<file path="config.mk">
export PLATFORM = sky130hd
export DESIGN_NAME = pll_lock_sequencer
export DESIGN_NICKNAME = d
export VERILOG_FILES = /design/src/rtl/pll_lock_sequencer.sv
export SDC_FILE = /design/constraint.sdc
export NUM_CORES = 1
export LEC_CHECK = 0
export BUFFER_PORTS_ARGS = -buffer_cell sky130_fd_sc_hd__clkbuf_2
export CORE_ASPECT_RATIO = 1.2
export CORE_UTILIZATION = 45
export DETAILED_ROUTE_END_ITERATION = 10
export PLACE_DENSITY = 0.65
export SLEW_MARGIN = 30
export SYNTH_ARGS = -nofsm -noshare
export SYNTH_HDL_FRONTEND = slang
export SYNTH_SLANG_ARGS = --single-unit
</file>
<file path="constraint.sdc">
create_clock -name clock_in -period 1.9 [get_ports clock_in]
set_input_delay 0.19 -clock clock_in [delete_from_list [all_inputs] [get_ports clock_in]]
set_output_delay 0.19 -clock clock_in [all_outputs]
set_load 0.01 [all_outputs]
</file>
<file path="src/rtl/pll_lock_sequencer.sv">
// PLL start-up sequencer: holds PLL reset, waits for a stable lock, supervises loss of lock with bounded retries.
// Optional macro PLL_BYPASS_FALLBACK_EN: exhausted retries run the pixel path on the bypassed reference clock.
module pll_lock_sequencer #(
  parameter int RESET_HOLD_CYCLES   = 16,
  parameter int LOCK_TIMEOUT_CYCLES = 16000,
  parameter int STABLE_CYCLES       = 1024,
  parameter int LOSS_FILTER_CYCLES  = 4,
  parameter int MAX_RETRIES         = 3,
  localparam int RW = (MAX_RETRIES > 0) ? $clog2(MAX_RETRIES + 1) : 1
) (
  input  logic          clock_in,
  input  logic          reset_n,
  input  logic          pll_locked,
  input  logic          relock_req,
  output logic          pll_resetb,
  output logic          pll_bypass,
  output logic          sys_reset_n,
  output logic          ready,
  output logic          fault,
  output logic [RW-1:0] retry_count
);

  localparam int MAX_AB  = (RESET_HOLD_CYCLES > LOCK_TIMEOUT_CYCLES) ? RESET_HOLD_CYCLES : LOCK_TIMEOUT_CYCLES;
  localparam int MAX_CD  = (STABLE_CYCLES > LOSS_FILTER_CYCLES) ? STABLE_CYCLES : LOSS_FILTER_CYCLES;
  localparam int CNT_MAX = (MAX_AB > MAX_CD) ? MAX_AB : MAX_CD;
  localparam int CW      = $clog2(CNT_MAX);

  localparam logic [CW-1:0] HOLD_LAST    = CW'(RESET_HOLD_CYCLES - 1);
  localparam logic [CW-1:0] TIMEOUT_LAST = CW'(LOCK_TIMEOUT_CYCLES - 1);
  localparam logic [CW-1:0] STABLE_LAST  = CW'(STABLE_CYCLES - 1);
  localparam logic [CW-1:0] LOSS_LAST    = CW'(LOSS_FILTER_CYCLES - 1);
  localparam logic [RW-1:0] RETRY_LIMIT  = RW'(MAX_RETRIES);

`ifdef PLL_BYPASS_FALLBACK_EN
  localparam logic FAULT_RUN = 1'b1;
`else
  localparam logic FAULT_RUN = 1'b0;
`endif

  typedef enum logic [2:0] {
    S_RESET_HOLD = 3'd0,
    S_WAIT_LOCK  = 3'd1,
    S_STABLE     = 3'd2,
    S_RUN        = 3'd3,
    S_FAULT      = 3'd4
  } state_t;

  logic          r_sync1;
  logic          r_locked_s;
  state_t        r_state;
  state_t        w_state_nx;
  logic [CW-1:0] r_cnt;
  logic [CW-1:0] w_cnt_nx;
  logic [RW-1:0] r_retry;
  logic [RW-1:0] w_retry_nx;
  logic          r_pll_resetb;
  logic          r_sys_reset_n;
  logic          r_ready;
  logic          r_fault;

  // Two-flop synchronizer for the asynchronous PLL lock indication
  always_ff @(posedge clock_in or negedge reset_n) begin
    if (!reset_n) begin
      r_sync1    <= 1'b0;
      r_locked_s <= 1'b0;
    end else begin
      r_sync1    <= pll_locked;
      r_locked_s <= r_sync1;
    end
  end

  // Next state and retry bookkeeping; a restart request outranks every other transition
  always_comb begin
    w_state_nx = r_state;
    w_retry_nx = r_retry;
    if (relock_req && (r_state != S_RESET_HOLD)) begin
      w_state_nx = S_RESET_HOLD;
      w_retry_nx = {RW{1'b0}};
    end else begin
      case (r_state)
        S_RESET_HOLD: begin
          if (r_cnt == HOLD_LAST) w_state_nx = S_WAIT_LOCK;
          else                    w_state_nx = S_RESET_HOLD;
        end
        S_WAIT_LOCK: begin
          if (r_locked_s) begin
            w_state_nx = S_STABLE;
          end else if (r_cnt == TIMEOUT_LAST) begin
            if (r_retry == RETRY_LIMIT) begin
              w_state_nx = S_FAULT;
            end else begin
              w_state_nx = S_RESET_HOLD;
              w_retry_nx = r_retry + RW'(1);
            end
          end else begin
            w_state_nx = S_WAIT_LOCK;
          end
        end
        S_STABLE: begin
          if (!r_locked_s) begin
            w_state_nx = S_WAIT_LOCK;
          end else if (r_cnt == STABLE_LAST) begin
            w_state_nx = S_RUN;
            w_retry_nx = {RW{1'b0}};
          end else begin
            w_state_nx = S_STABLE;
          end
        end
        S_RUN: begin
          if (!r_locked_s && (r_cnt == LOSS_LAST)) w_state_nx = S_RESET_HOLD;
          else                                     w_state_nx = S_RUN;
        end
        S_FAULT: w_state_nx = S_FAULT;
        default: w_state_nx = S_RESET_HOLD;
      endcase
    end
  end

  // Shared counter: restarts on any state change; in RUN it measures the current unlocked run
  always_comb begin
    w_cnt_nx = {CW{1'b0}};
    if (w_state_nx != r_state) begin
      w_cnt_nx = {CW{1'b0}};
    end else begin
      case (r_state)
        S_RESET_HOLD, S_WAIT_LOCK, S_STABLE: w_cnt_nx = r_cnt + CW'(1);
        S_RUN: begin
          if (r_locked_s) w_cnt_nx = {CW{1'b0}};
          else            w_cnt_nx = r_cnt + CW'(1);
        end
        default: w_cnt_nx = {CW{1'b0}};
      endcase
    end
  end

  // State, counters and outputs; outputs decode the next state so they change with the state
  always_ff @(posedge clock_in or negedge reset_n) begin
    if (!reset_n) begin
      r_state       <= S_RESET_HOLD;
      r_cnt         <= {CW{1'b0}};
      r_retry       <= {RW{1'b0}};
      r_pll_resetb  <= 1'b0;
      r_sys_reset_n <= 1'b0;
      r_ready       <= 1'b0;
      r_fault       <= 1'b0;
    end else begin
      r_state       <= w_state_nx;
      r_cnt         <= w_cnt_nx;
      r_retry       <= w_retry_nx;
      r_pll_resetb  <= (w_state_nx == S_WAIT_LOCK) || (w_state_nx == S_STABLE) || (w_state_nx == S_RUN);
      r_sys_reset_n <= (w_state_nx == S_RUN) || (FAULT_RUN && (w_state_nx == S_FAULT));
      r_ready       <= (w_state_nx == S_RUN);
      r_fault       <= (w_state_nx == S_FAULT);
    end
  end

`ifdef PLL_BYPASS_FALLBACK_EN
  logic r_pll_bypass;

  // Bypass follows the fault condition so the pixel path runs on the reference clock
  always_ff @(posedge clock_in or negedge reset_n) begin
    if (!reset_n) r_pll_bypass <= 1'b0;
    else          r_pll_bypass <= (w_state_nx == S_FAULT);
  end

  assign pll_bypass = r_pll_bypass;
`else
  assign pll_bypass = 1'b0;
`endif

  assign pll_resetb  = r_pll_resetb;
  assign sys_reset_n = r_sys_reset_n;
  assign ready       = r_ready;
  assign fault       = r_fault;
  assign retry_count = r_retry;

endmodule
</file>
# Word level (Yosys, flattened, before mapping)
# Cells that the tools add are included.
[totals] out_inout_bits=7 memories=0 ramBits=0 mem_bits_ro=0 ff_bits=24 in_bits=4 wordCells=58 latch_bits=0
[classes] div=0 n_addsub=2 mux=19 n_reduce_logical=10 n_eq_ne=19 n_mul=0 bitwise=0 n_lt_le_gt_ge=0 n_shift=0
[op_table] cell="$mux W14" count=2
[op_table] cell="$pmux W14 S2" count=1
[op_table] cell="$mux W2" count=8
[op_table] cell="$ne A3 B3 Y1 const B" count=5
[op_table] cell="$pmux W3 S5" count=1
[op_table] cell="$add A14 B1 Y14 const B" count=1
[op_table] cell="$eq A14 B10 Y1 const B" count=1
[op_table] cell="$eq A14 B14 Y1 const B" count=1
[op_table] cell="$eq A14 B2 Y1 const B" count=1
[op_table] cell="$eq A14 B4 Y1 const B" count=1
[op_table] cell="$eq A3 B2 Y1 const B" count=4
[op_table] cell="$mux W3" count=4
[op_table] cell="$eq A3 B1 Y1 const B" count=2
[op_table] cell="$eq A3 B3 Y1 const B" count=2
[op_table] cell="$reduce_and A6 Y1" count=1
[op_table] cell="$reduce_bool A3 Y1" count=2
[op_table] cell="$pmux W2 S2" count=1
[op_table] cell="$logic_not A3 Y1" count=1
[op_table] cell="$ne A3 B3 Y1" count=1
[op_table] cell="$reduce_or A3 Y1" count=1
[op_table] cell="$add A2 B1 Y2 const B" count=1
[op_table] cell="$eq A2 B2 Y1 const B" count=1
[op_table] cell="$logic_and A1 B1 Y1" count=2
[op_table] cell="$logic_or A1 B1 Y1" count=2
[op_table] cell="2 further kinds" count=3

# Depth between registers and ports, before layout
# Gate-level depths: netlist of run 1.
[logic_depth] ltp_word=9 depth_mapped=7 ltp_nobuf=6

# Least setup slack after synthesis of run 1
# No wires, ideal clock.
[synth_path] kind="reg2reg" from="reg r_cnt[11]" to="reg r_cnt[10]" path_stages_with_launch=7 setup_ns=0.138 synth_period_minus_slack_ns=1.876 setup_slack_ns=0.024 n_path_buf=1 arrival_ns=1.739 t_required_ns=1.762 cell_sequence="dfrtp_1 or4_4 nor4_2 o311ai_1 o211ai_2 buf_6 nor4_1"
[synth_between] elab_chain_cells=7 word_cells_on_any_way=15 classes_between="5 x eq/ne; 9 x mux; 1 x reduce/logical"
[synth_rtl] item="start, declared" line="52" source="logic [CW-1:0] r_cnt;"
[synth_rtl] item="start signal, assigned" line="140" source="r_cnt <= {CW{1'b0}};"
[synth_rtl] item="start signal, assigned" line="148" source="r_cnt <= w_cnt_nx;"
[synth_rtl] item="$eq A14 B10 Y1, or another cell as far along" line="102" source="end else if (r_cnt == STABLE_LAST) begin"
[synth_rtl] item="$mux W1, or another cell as far along" line="102"
[synth_rtl] item="$mux W2, or another cell as far along" line="100" source="if (!r_locked_s) begin"
[synth_rtl] item="$pmux W3 S5 (*)" line="80" source="case (r_state)"
[synth_rtl] item="$mux W3 (*)" line="76" source="if (relock_req && (r_state != S_RESET_HOLD)) begin"
[synth_rtl] item="$ne A3 B3 Y1 (*)" line="122" source="if (w_state_nx != r_state) begin"
[synth_rtl] item="$mux W14 (*)" line="122"
[synth_rtl] item="named net w_cnt_nx[10]" line="53" source="logic [CW-1:0] w_cnt_nx;"
# Mark *: on every way through the listed nets, which the timed path passes. The rest lies on a longest branch.
# A chain may end at the register's enable or synchronous reset.

# Worst setup path after layout of run 1
[layout_path] from="reg r_cnt[5]" to="reg r_cnt[11]"
[layout_between] elab_chain_cells=7 word_cells_on_any_way=18 classes_between="1 x add/sub; 5 x eq/ne; 11 x mux; 1 x reduce/logical"
[layout_rtl] item="$eq A14 B10 Y1, or another cell as far along" line="102"
[layout_rtl] item="$mux W1, or another cell as far along" line="102"
[layout_rtl] item="$mux W2, or another cell as far along" line="100"
[layout_rtl] item="$pmux W3 S5" line="80"
[layout_rtl] item="$mux W3" line="76"
[layout_rtl] item="$ne A3 B3 Y1" line="122"
[layout_rtl] item="$mux W14 (*)" line="122"
[layout_rtl] item="named net w_cnt_nx[11]" line="53"
# Marks and branches as above.

==> flow_metrics.env, run 1 <==
export IMPL_status="complete, but fails checks"
export IMPL_failed_checks="setup timing"
export IMPL_ys_ff_latch=24
export IMPL_fill_cells=218
export IMPL_num_rows=21
export IMPL_clkSinkCount=24
export IMPL_tns_ns=-1.374
export IMPL_cp_end_kind="flip-flop"
export IMPL_netlist_top_cells_area="dfrtp_1, nor4_1, xor2_1"
export IMPL_drt_total_wl_um=3523
export IMPL_synthCells=135
export IMPL_post_dp_hpwl_um=2163
export IMPL_initialDrtViolationCount=48
export IMPL_insertion_delay_ns=0.32
export IMPL_final_antenna_net_count=0
export IMPL_htree_levels=1
export IMPL_multiInputGateArea_sq_um=788.3
export IMPL_grt_overflow=0
export IMPL_power_density_mw_per_mm2=1018
export IMPL_start_util_pct=48.02
export IMPL_layout_commonest_cell="buf_4"
export IMPL_worst_hold_slack_ns=0.2544
export IMPL_cts_tree="done"
export IMPL_drcViolationCount=0
export IMPL_hold_violations=0
export IMPL_port_buffers=9
export IMPL_ys_types=38
export IMPL_setup_worst_path_class="reg2reg"
export IMPL_layout_setup_ws_ns=-0.09967
export IMPL_p_leak_uw=0.0008579
export IMPL_synth_area_sq_mm=0.001350
export IMPL_clk_pin_slew_ns=0.15
export IMPL_fp_dieH_um=62
export IMPL_core_area_sq_mm=0.002811
export IMPL_area_delta_synth_final_pct=36.61
export IMPL_max_vdd_ir_drop_uv=840.8
export IMPL_antenna_found_initial=0
export IMPL_boundaryPins=11
export IMPL_synth_top_area_share_pct=44.49
export IMPL_cts_root_buffer="clkbuf_4"
export IMPL_grt_start_max_net_pins=25
export IMPL_die_w_um=52
export IMPL_finalSetupViolCount=18
export IMPL_grt_pass1_vias=1230
export IMPL_drive_gt1_share_pct=43.26
export IMPL_synth_seq_area_share_pct=44.49
export IMPL_arrival_ns=2.20
export IMPL_via_count=1254
export IMPL_tightest_slew_ns=0.6025
export IMPL_finalCriticalPeriod_ns=2.000
export IMPL_rsz0062_at_grt="yes"
export IMPL_routed_via_density=5.915
export IMPL_fmax_mhz=500.1
export IMPL_yosys_area_top_type="dfrtp_1"
export IMPL_grt_usage_pct=24.15
export IMPL_cts_max_path_buffers=2
export IMPL_slew_headroom_pct=59.83
export IMPL_pre_cts_slack_ns=-0.1073
export IMPL_layout_common_cells="buf_4, dfrtp_1, nor4_1"
export IMPL_numCtsBuffers=3
export IMPL_dieArea_sq_mm=0.003224
export IMPL_gp_congestion=0.8365
export IMPL_slew_violations=0
export IMPL_seqCellArea_sq_um=601.8
export IMPL_critPathMaxFanout=7
export IMPL_syn_num_nets=141
export IMPL_cp_required_ns=2.10
export IMPL_finalPower_uw=1877
export IMPL_hold_class="in2reg"
export IMPL_dr_pass1_iters=4
export IMPL_period_share_pct=105.2
export IMPL_diodes=0
export IMPL_fin_nets=185
export IMPL_syn_area_per_cell_sq_um=10.00
export IMPL_yosys_warnings=0
export IMPL_maxCapViolCount=0
export IMPL_routedWlPerCell_um=16.62
export IMPL_grt_pass1_wl_um=5637
export IMPL_fin_skew_ns=0.01159
export IMPL_critPathLaunchType="flip-flop"
final timing paths:
| kind | start | endpoint | slack [ns] | cells past startpoint |
|---|---|---|---|---|
| min in group asynchronous | reset_n | r_cnt[5] | 0.38 | 2 |
| worst min register to register | r_sync1 | r_locked_s | 0.37 | 0 |
| worst min-delay path | relock_req | r_state[2] | 0.25 | 4 |
| worst max register to register | r_cnt[5] | r_cnt[11] | -0.1 | 5 |
| max in group asynchronous | reset_n | r_locked_s | 1.09 | 2 |
| worst max-delay path | r_cnt[5] | r_cnt[11] | -0.1 | 5 |
where the power goes:
| group | leakage [uW] | switching, uW | internal, uW | total, uW |
|---|---|---|---|---|
| Sequential | 0.000322 | 63.9 | 594 | 658 |
| Clock | 0.0000279 | 164 | 213 | 377 |
| Combinational | 0.000508 | 459 | 383 | 842 |
| Total | 0.000858 | 687 | 1190 | 1880 |
stage by stage:
step,utilization [%],cell area [sq um],instances
floorplan,-,1350,135
global placement,56.79,1597,199
detailed placement,56.79,1597,199
CTS,64.04,1800,210
global route,65.60,1844,212
finish,65.60,1844,212
per-layer routing:
layer	vias to the layer above	GRT usage [%]	wire [um]
met3	6	3.406	70
met1	628	29.33	1473
met2	28	42.67	1935
li1	592	-	-
met4	0	10.42	44
met5	-	0	0
final cells by class:
cell class / instances / area share (%)
Timing Repair Buffer: 45 / 18.05
Sequential cell: 24 / 32.63
Multi-Input combinational cell: 98 / 42.74
Clock buffer: 3 / 1.221
Tap cell: 34 / 2.307
Clock inverter: 1 / 1.628
Inverter: 7 / 1.425
worst max-delay path, cell delays in order (launching register included):
cell and delay, ns:
dfrtp_1 0.42, or4_4 0.58, nor4_4 0.40, o311ai_4 0.17, o211ai_4 0.19, nor4_1 0.12
Yosys cell counts, drive strengths merged:
library cell and number:
nor4 19, o311ai 1, xnor2 6, o2111ai 1, a41o 1, nand4 5
or4b 2, a31oi 1, ha 2, o41ai 1, dfrtp 24, nor3 4
nor2 12, or3b 1, and3 2, conb 1, or2 4, or4bb 1
o211ai 1, o21ai 2, a22oi 1, inv 7, nand2 8, nand3 7
a21oi 4, buf 6, a211oi 1, or4 2, clkbuf 1, xor2 7
registers in the layout, indices dropped and copies added, names as in the netlist:
signal	cells
retry_count	2
r_locked_s	1
fault	1
ready	1
r_sync1	1
r_cnt	14
r_state	3
pll_resetb	1
what timing repair did:
item,in CTS,in global routing
setup buffers,5,2
endpoints found under the hold margin,25,0
hold buffers,2,0
endpoints found under the setup margin,18,20
cloned,1,0
pin swaps,4,4
resized for setup,13,8
logic make-up after synthesis:
logic type	synth area share, %
and+or+nand+nor	30.03
DFF	44.49
AOI/OAI and AO/OA	8.249
buffers and inverters	6.672
xor gates and xnor gates	8.434
adders and majority gates	1.853
other	0.2778
No activity file was read; power rests on OpenSTA's default activity.
==> inputs of run 2 (changes only) <==
--- a/config.mk
+++ b/config.mk
@@ -7,9 +7,8 @@
 export LEC_CHECK = 0
 export BUFFER_PORTS_ARGS = -buffer_cell sky130_fd_sc_hd__clkbuf_2
 export CORE_ASPECT_RATIO = 1.2
-export CORE_UTILIZATION = 45
+export CORE_UTILIZATION = 35
 export DETAILED_ROUTE_END_ITERATION = 10
-export PLACE_DENSITY = 0.65
 export SLEW_MARGIN = 30
 export SYNTH_ARGS = -nofsm -noshare
 export SYNTH_HDL_FRONTEND = slang
==> constraint.sdc (replaced) <==
create_clock -name clock_in -period 2.5 [get_ports clock_in]
set_input_delay 0.25 -clock clock_in [delete_from_list [all_inputs] [get_ports clock_in]]
set_output_delay 0.25 -clock clock_in [all_outputs]
set_load 0.01 [all_outputs]
==> run 2 against run 1 <==
  * The flow now finishes without violations
  * Sequential cell count unchanged
  * Via count fell by 17%
  * Count of clock-buffer cells in the layout did not move
  * Core utilization decreased by 25 points
  * Global-route usage decreased by 9.6 points
  * Sequential share of layout area rose by 7.4 points
  * Sequential power down 21%
  * Hold slack worse by 0.18 ns
  * Clock skew fell by 0.0066 ns
  * Maximum frequency shrank 5.0%
  * Critical path type unchanged
  * Critical endpoint is now r_cnt[13]
  * Highest routed layer unchanged
==> flow_metrics.env, run 2 (synthesis results as in run 1) <==
export IMPL_status="complete, no violations"
export IMPL_initialDrtViolationCount=26
export IMPL_boundaryPins=11
export IMPL_cp_required_ns=2.66
export IMPL_finalSetupViolCount=0
export IMPL_area_delta_synth_final_pct=11.12
export IMPL_routed_via_density=5.274
export IMPL_critPathMaxFanout=14
export IMPL_comb_power_share_pct=29.1
export IMPL_setup_worst_path_class="reg2reg"
export IMPL_post_dp_hpwl_um=1940
export IMPL_via_count=1039
export IMPL_slew_violations=0
export IMPL_switching_share_pct=33.33
export IMPL_layout_common_cells="dfrtp_1, nor4_1, nor2_1"
export IMPL_tightest_slew_ns=0.6279
export IMPL_fin_skew_ns=0.005020
export IMPL_grt_start_max_net_pins=25
export IMPL_arrival_ns=2.27
export IMPL_routedWlPerCell_um=13.39
export IMPL_clkSinkCount=24
export IMPL_cts_max_path_buffers=2
export IMPL_fin_nets=152
export IMPL_dr_pass1_iters=5
export IMPL_clk_pin_slew_ns=0.09
export IMPL_drcViolationCount=0
export IMPL_final_antenna_net_count=0
export IMPL_worstReg2RegEnd="r_cnt[13]"
export IMPL_internal_power_uw=806.2
export IMPL_numCtsBuffers=3
export IMPL_dieArea_sq_mm=0.004111
export IMPL_grt_pass1_vias=1036
export IMPL_num_rows=24
export IMPL_cp_top_family="compound AO/OA/AOI/OAI gates"
export IMPL_largest_register="r_cnt"
export IMPL_hold_depth=1
export IMPL_largest_reg_flops=14
export IMPL_fin_cells=197
export IMPL_htree_levels=1
export IMPL_max_vdd_ir_drop_uv=265.4
export IMPL_drt_total_wl_um=2638
export IMPL_clkPwrFrac_pct=28.1
export IMPL_min_to="r_sync1"
export IMPL_seqPwrFrac_pct=42.7
export IMPL_finalCriticalPeriod_ns=2.105
export IMPL_p_leak_uw=0.0006502
export IMPL_cp_slowest_cell="dfrtp_1"
export IMPL_power_density_mw_per_mm2=806.1
export IMPL_cp_slowest_stage_delay_ns=0.48
export IMPL_drive_gt1_share_pct=20.69
export IMPL_fmax_mhz=475.2
export IMPL_dpl_cell_count=192
export IMPL_tns_ns=0
export IMPL_diodes=0
export IMPL_path_cells="nor2_1 -> a21oi_1 -> o311ai_1 -> o211ai_2 -> nor4_1"
export IMPL_hold_class="in2reg"
export IMPL_worst_hold_slack_ns=0.07718
export IMPL_cp_end_kind="flip-flop"
export IMPL_critPathLaunchType="flip-flop"
export IMPL_port_buffers=9
export IMPL_grt_usage_pct=14.55
export IMPL_switchingPower_uw=403.1
export IMPL_die_w_um=58.70
export IMPL_grt_pass1_wl_um=4560
export IMPL_maxCapViolCount=0
export IMPL_cts_root_buffer="clkbuf_8"
export IMPL_reg2reg_from="r_state[1]"
export IMPL_ff2ff_path_depth=5
export IMPL_antenna_found_initial=0
export IMPL_core_area_sq_mm=0.003664
export IMPL_fp_dieH_um=70.04
export IMPL_cp_num_buf_inv=0
export IMPL_reg2reg_slack_ns=0.40
export IMPL_layout_commonest_cell="dfrtp_1"
export IMPL_insertion_delay_ns=0.27
export IMPL_cts_tree="done"
export IMPL_cp_depth=5
export IMPL_hold_violations=0
export IMPL_period_share_pct=84.18
export IMPL_grt_overflow=0
export IMPL_gp_congestion=0.7621
export IMPL_slew_headroom_pct=58.02
export IMPL_min_from="pll_locked"
export IMPL_start_util_pct=36.85
export IMPL_rsz0062_at_grt="no"
[run 2: cell count changes in the layout (fill, tap and decap cells not counted), sizes merged]
cell / before / now
buf: 34 / 3
dlygate4sd3: 2 / 1
o211ai: 2 / 1
[run 2: cell type report]
| type | instances | area [sq um] |
|---|---|---|
| Clock buffer | 3 | 41.29 |
| Clock inverter | 1 | 30.03 |
| Fill cell | 380 | 2163 |
| Inverter | 7 | 26.28 |
| Multi-Input combinational cell | 97 | 659.4 |
| Sequential cell | 24 | 600.6 |
| Tap cell | 52 | 65.06 |
| Timing Repair Buffer | 13 | 77.57 |
[run 2: through the flow]
step	total power (uW)	setup slack [ns]	cell area [sq um]	utilization [%]
global placement	876.2	0.4721	1419	38.73
floorplan	832.2	0.6236	1350	-
detailed placement	879.0	0.4190	1419	38.73
CTS	1221	0.4020	1500	40.95
global route	1287	0.1885	1500	40.95
finish	1209	0.3954	1500	40.95
[run 2: timing repair]
item | in CTS | in global routing
resized for setup | 0 | 0
hold buffers | 1 | 0
hold endpoints to repair | 24 | 0
setup buffers | 0 | 0
[run 2: how the worst max path moves through the flow]
| stage | start | end |
|---|---|---|
| 2_1_floorplan | r_cnt[11] | r_cnt[10] |
| 3_3_place_gp | r_state[1] | r_cnt[2] |
| 3_5_place_dp | r_cnt[11] | r_cnt[2] |
| 4_1_cts | r_state[1] | r_cnt[2] |
| 5_1_grt | r_state[1] | r_cnt[13] |
| 6_report | r_state[1] | r_cnt[13] |
[run 2: layer usage]
layer	vias to the layer above	wire length, um	track usage, %
li1	513	-	-
met2	16	1404	25.29
met5	-	0	0
met4	0	51	7.937
met3	5	58	2.407
met1	505	1123	16.51
[run 2: power by group through the flow]
stage,clock (uW),sequential [uW],combinational [uW]
after floorplan,0,506,326
after global placement,0,524,352
after detailed placement,0,526,353
after CTS,346,517,358
after global routing,359,527,402
final,340,517,352
==> inputs of run 3 (changes only) <==
==> constraint.sdc (replaced) <==
create_clock -name clock_in -period 1.8 [get_ports clock_in]
set_input_delay 0.18 -clock clock_in [delete_from_list [all_inputs] [get_ports clock_in]]
set_output_delay 0.18 -clock clock_in [all_outputs]
set_load 0.01 [all_outputs]
==> run 3 against run 2 <==
  * The run now ends with setup timing left
  * Wire length rose by 19%
  * Core utilization grew 8.5 points
  * Critical path depth did not move
  * Sequential power rose by 34%
  * Clock power increased by 7.6%
  * Critical path type unchanged
  * Largest cell class unchanged
  * Highest routed layer unchanged
==> flow_metrics.env, run 3 (synthesis results as in run 1) <==
export IMPL_hold_class="in2reg"
export IMPL_via_count=1181
export IMPL_numCtsBuffers=3
export IMPL_layout_setup_ws_ns=-0.1509
export IMPL_gp_congestion=0.9147
export IMPL_insertion_delay_ns=0.27
export IMPL_post_dp_hpwl_um=2177
export IMPL_cp_required_ns=1.95
export IMPL_grt_start_max_net_pins=25
export IMPL_ff2ff_path_depth=5
export IMPL_final_antenna_net_count=0
export IMPL_arrival_ns=2.10
export IMPL_final_cell_area_sq_mm=0.001813
export IMPL_antenna_found_initial=0
export IMPL_grt_usage_pct=16.64
export IMPL_fin_skew_ns=0.003947
export IMPL_dpl_cell_count=220
export IMPL_switching_share_pct=36.52
export IMPL_internal_power_uw=1188
export IMPL_worstReg2RegEnd="r_cnt[11]"
export IMPL_finalSetupViolCount=19
export IMPL_layout_commonest_cell="buf_4"
export IMPL_switchingPower_uw=683.5
export IMPL_slew_violations=0
export IMPL_status="complete, but fails checks"
export IMPL_fp_dieH_um=70.04
export IMPL_period_share_pct=108.4
export IMPL_fin_nets=182
export IMPL_largest_register="r_cnt"
export IMPL_layout_common_cells="buf_4, dfrtp_1, nor4_1"
export IMPL_p_leak_uw=0.0008054
export IMPL_area_delta_synth_final_pct=34.29
export IMPL_drcViolationCount=0
export IMPL_drive_gt1_share_pct=40.57
export IMPL_fin_cells=227
export IMPL_clk_pin_slew_ns=0.08
export IMPL_slew_headroom_pct=60.92
export IMPL_drt_total_wl_um=3148
export IMPL_rsz0062_at_grt="yes"
export IMPL_grt_pass1_vias=1231
export IMPL_fmax_mhz=512.6
export IMPL_failed_checks="setup timing"
export IMPL_maxCapViolCount=0
export IMPL_core_area_sq_mm=0.003664
export IMPL_routed_via_density=5.203
export IMPL_dr_pass1_iters=4
export IMPL_reg2reg_slack_ns=-0.15
export IMPL_num_rows=24
export IMPL_cts_tree="done"
export IMPL_finalCriticalPeriod_ns=1.951
export IMPL_tightest_slew_ns=0.5863
export IMPL_worstSetupEndpoint="r_cnt[11]"
export IMPL_cts_max_path_buffers=2
export IMPL_clkSinkCount=24
export IMPL_grt_pass1_wl_um=5292
export IMPL_htree_levels=1
export IMPL_diodes=0
export IMPL_utilization_pct=49.49
export IMPL_cp_end_kind="flip-flop"
export IMPL_port_buffers=9
export IMPL_finalPower_uw=1872
export IMPL_initialDrtViolationCount=42
export IMPL_cts_root_buffer="clkbuf_8"
export IMPL_dieArea_sq_mm=0.004111
export IMPL_placed_area_sq_mm=0.001650
export IMPL_power_density_mw_per_mm2=1032
export IMPL_critPathLaunchType="flip-flop"
export IMPL_die_w_um=58.70
export IMPL_clkPwrFrac_pct=19.5
export IMPL_start_util_pct=36.85
export IMPL_comb_power_share_pct=43.5
export IMPL_setup_worst_path_class="reg2reg"
export IMPL_reg2reg_from="r_cnt[9]"
export IMPL_grt_overflow=0
export IMPL_largest_reg_flops=14
export IMPL_hold_violations=0
export IMPL_boundaryPins=11
export IMPL_seqPwrFrac_pct=37.0
export IMPL_critPathMaxFanout=7
export IMPL_setup_worst_path_start="r_cnt[9]"
export IMPL_max_vdd_ir_drop_uv=782.9
export IMPL_pre_cts_slack_ns=-0.1601
export IMPL_routedWlPerCell_um=13.87
## run 3: cell count changes in the layout (fill, tap and decap cells not counted), sizes merged
cell | before | now
o211ai | 1 | 2
buf | 3 | 32
bufinv | 1 | 0
clkbuf | 12 | 13
## run 3: how the worst min path moves through the flow
stage / end / depth (start not counted) / start / slack (ns)
3_5_place_dp: r_cnt[10] / 1 / reset_n / 0.22
5_1_grt: r_sync1 / 1 / pll_locked / 0.02
2_1_floorplan: fault / 0 / reset_n / -0.12
6_report: r_sync1 / 1 / pll_locked / 0.01
4_1_cts: r_sync1 / 1 / pll_locked / 0.009
3_3_place_gp: retry_count[0] / 1 / reset_n / 0.21
## run 3: repair_timing
action / in CTS / in global routing
endpoints found under the setup margin: 19 / 22
gates resized for setup: 7 / 8
endpoints found under the hold margin: 24 / 0
pin swaps: 2 / 4
cloned: 0 / 1
hold buffers: 1 / 0
buffers inserted: 1 / 0
## run 3: power groups by stage
stage / clock network (uW) / registers, uW / logic (uW)
2_1_floorplan: 0 / 705 / 464
3_5_place_dp: 0 / 704 / 665
5_1_grt: 395 / 705 / 906
4_1_cts: 381 / 693 / 725
6_report: 366 / 692 / 813
3_3_place_gp: 0 / 698 / 654
## run 3: area by class of cell
cell class | instances | area (sq um)
multi-input cells | 98 | 767.0
fillers | 336 | 1851
repair buffers | 42 | 299.0
clock buffers | 4 | 55.05
flip-flops and latches | 24 | 600.6
inverters | 7 | 26.28
well taps | 52 | 65.06
## run 3: worst max-delay path, stage by stage (launching register included)
cell and delay (ns):
dfrtp_1 0.38, or4_4 0.59, nor4_4 0.40, o311ai_4 0.17
o211ai_4 0.19, nor4_1 0.10
## run 3: metrics by stage
step	hold slack (ns)	setup TNS, ns
2_1_floorplan	-0.1156	-0.7135
3_3_place_gp	0.2117	-1.821
3_5_place_dp	0.2209	-2.415
4_1_cts	0.009323	-2.248
5_1_grt	0.01518	-3.885
6_report	0.01450	-2.575
## run 3: per-layer routing
metal	routed length, um	vias up	global-route usage, %
met5	0	-	0
met4	45	0	7.143
met3	72	5	2.407
met2	1605	20	28.10
met1	1424	580	20.76
li1	-	576	-
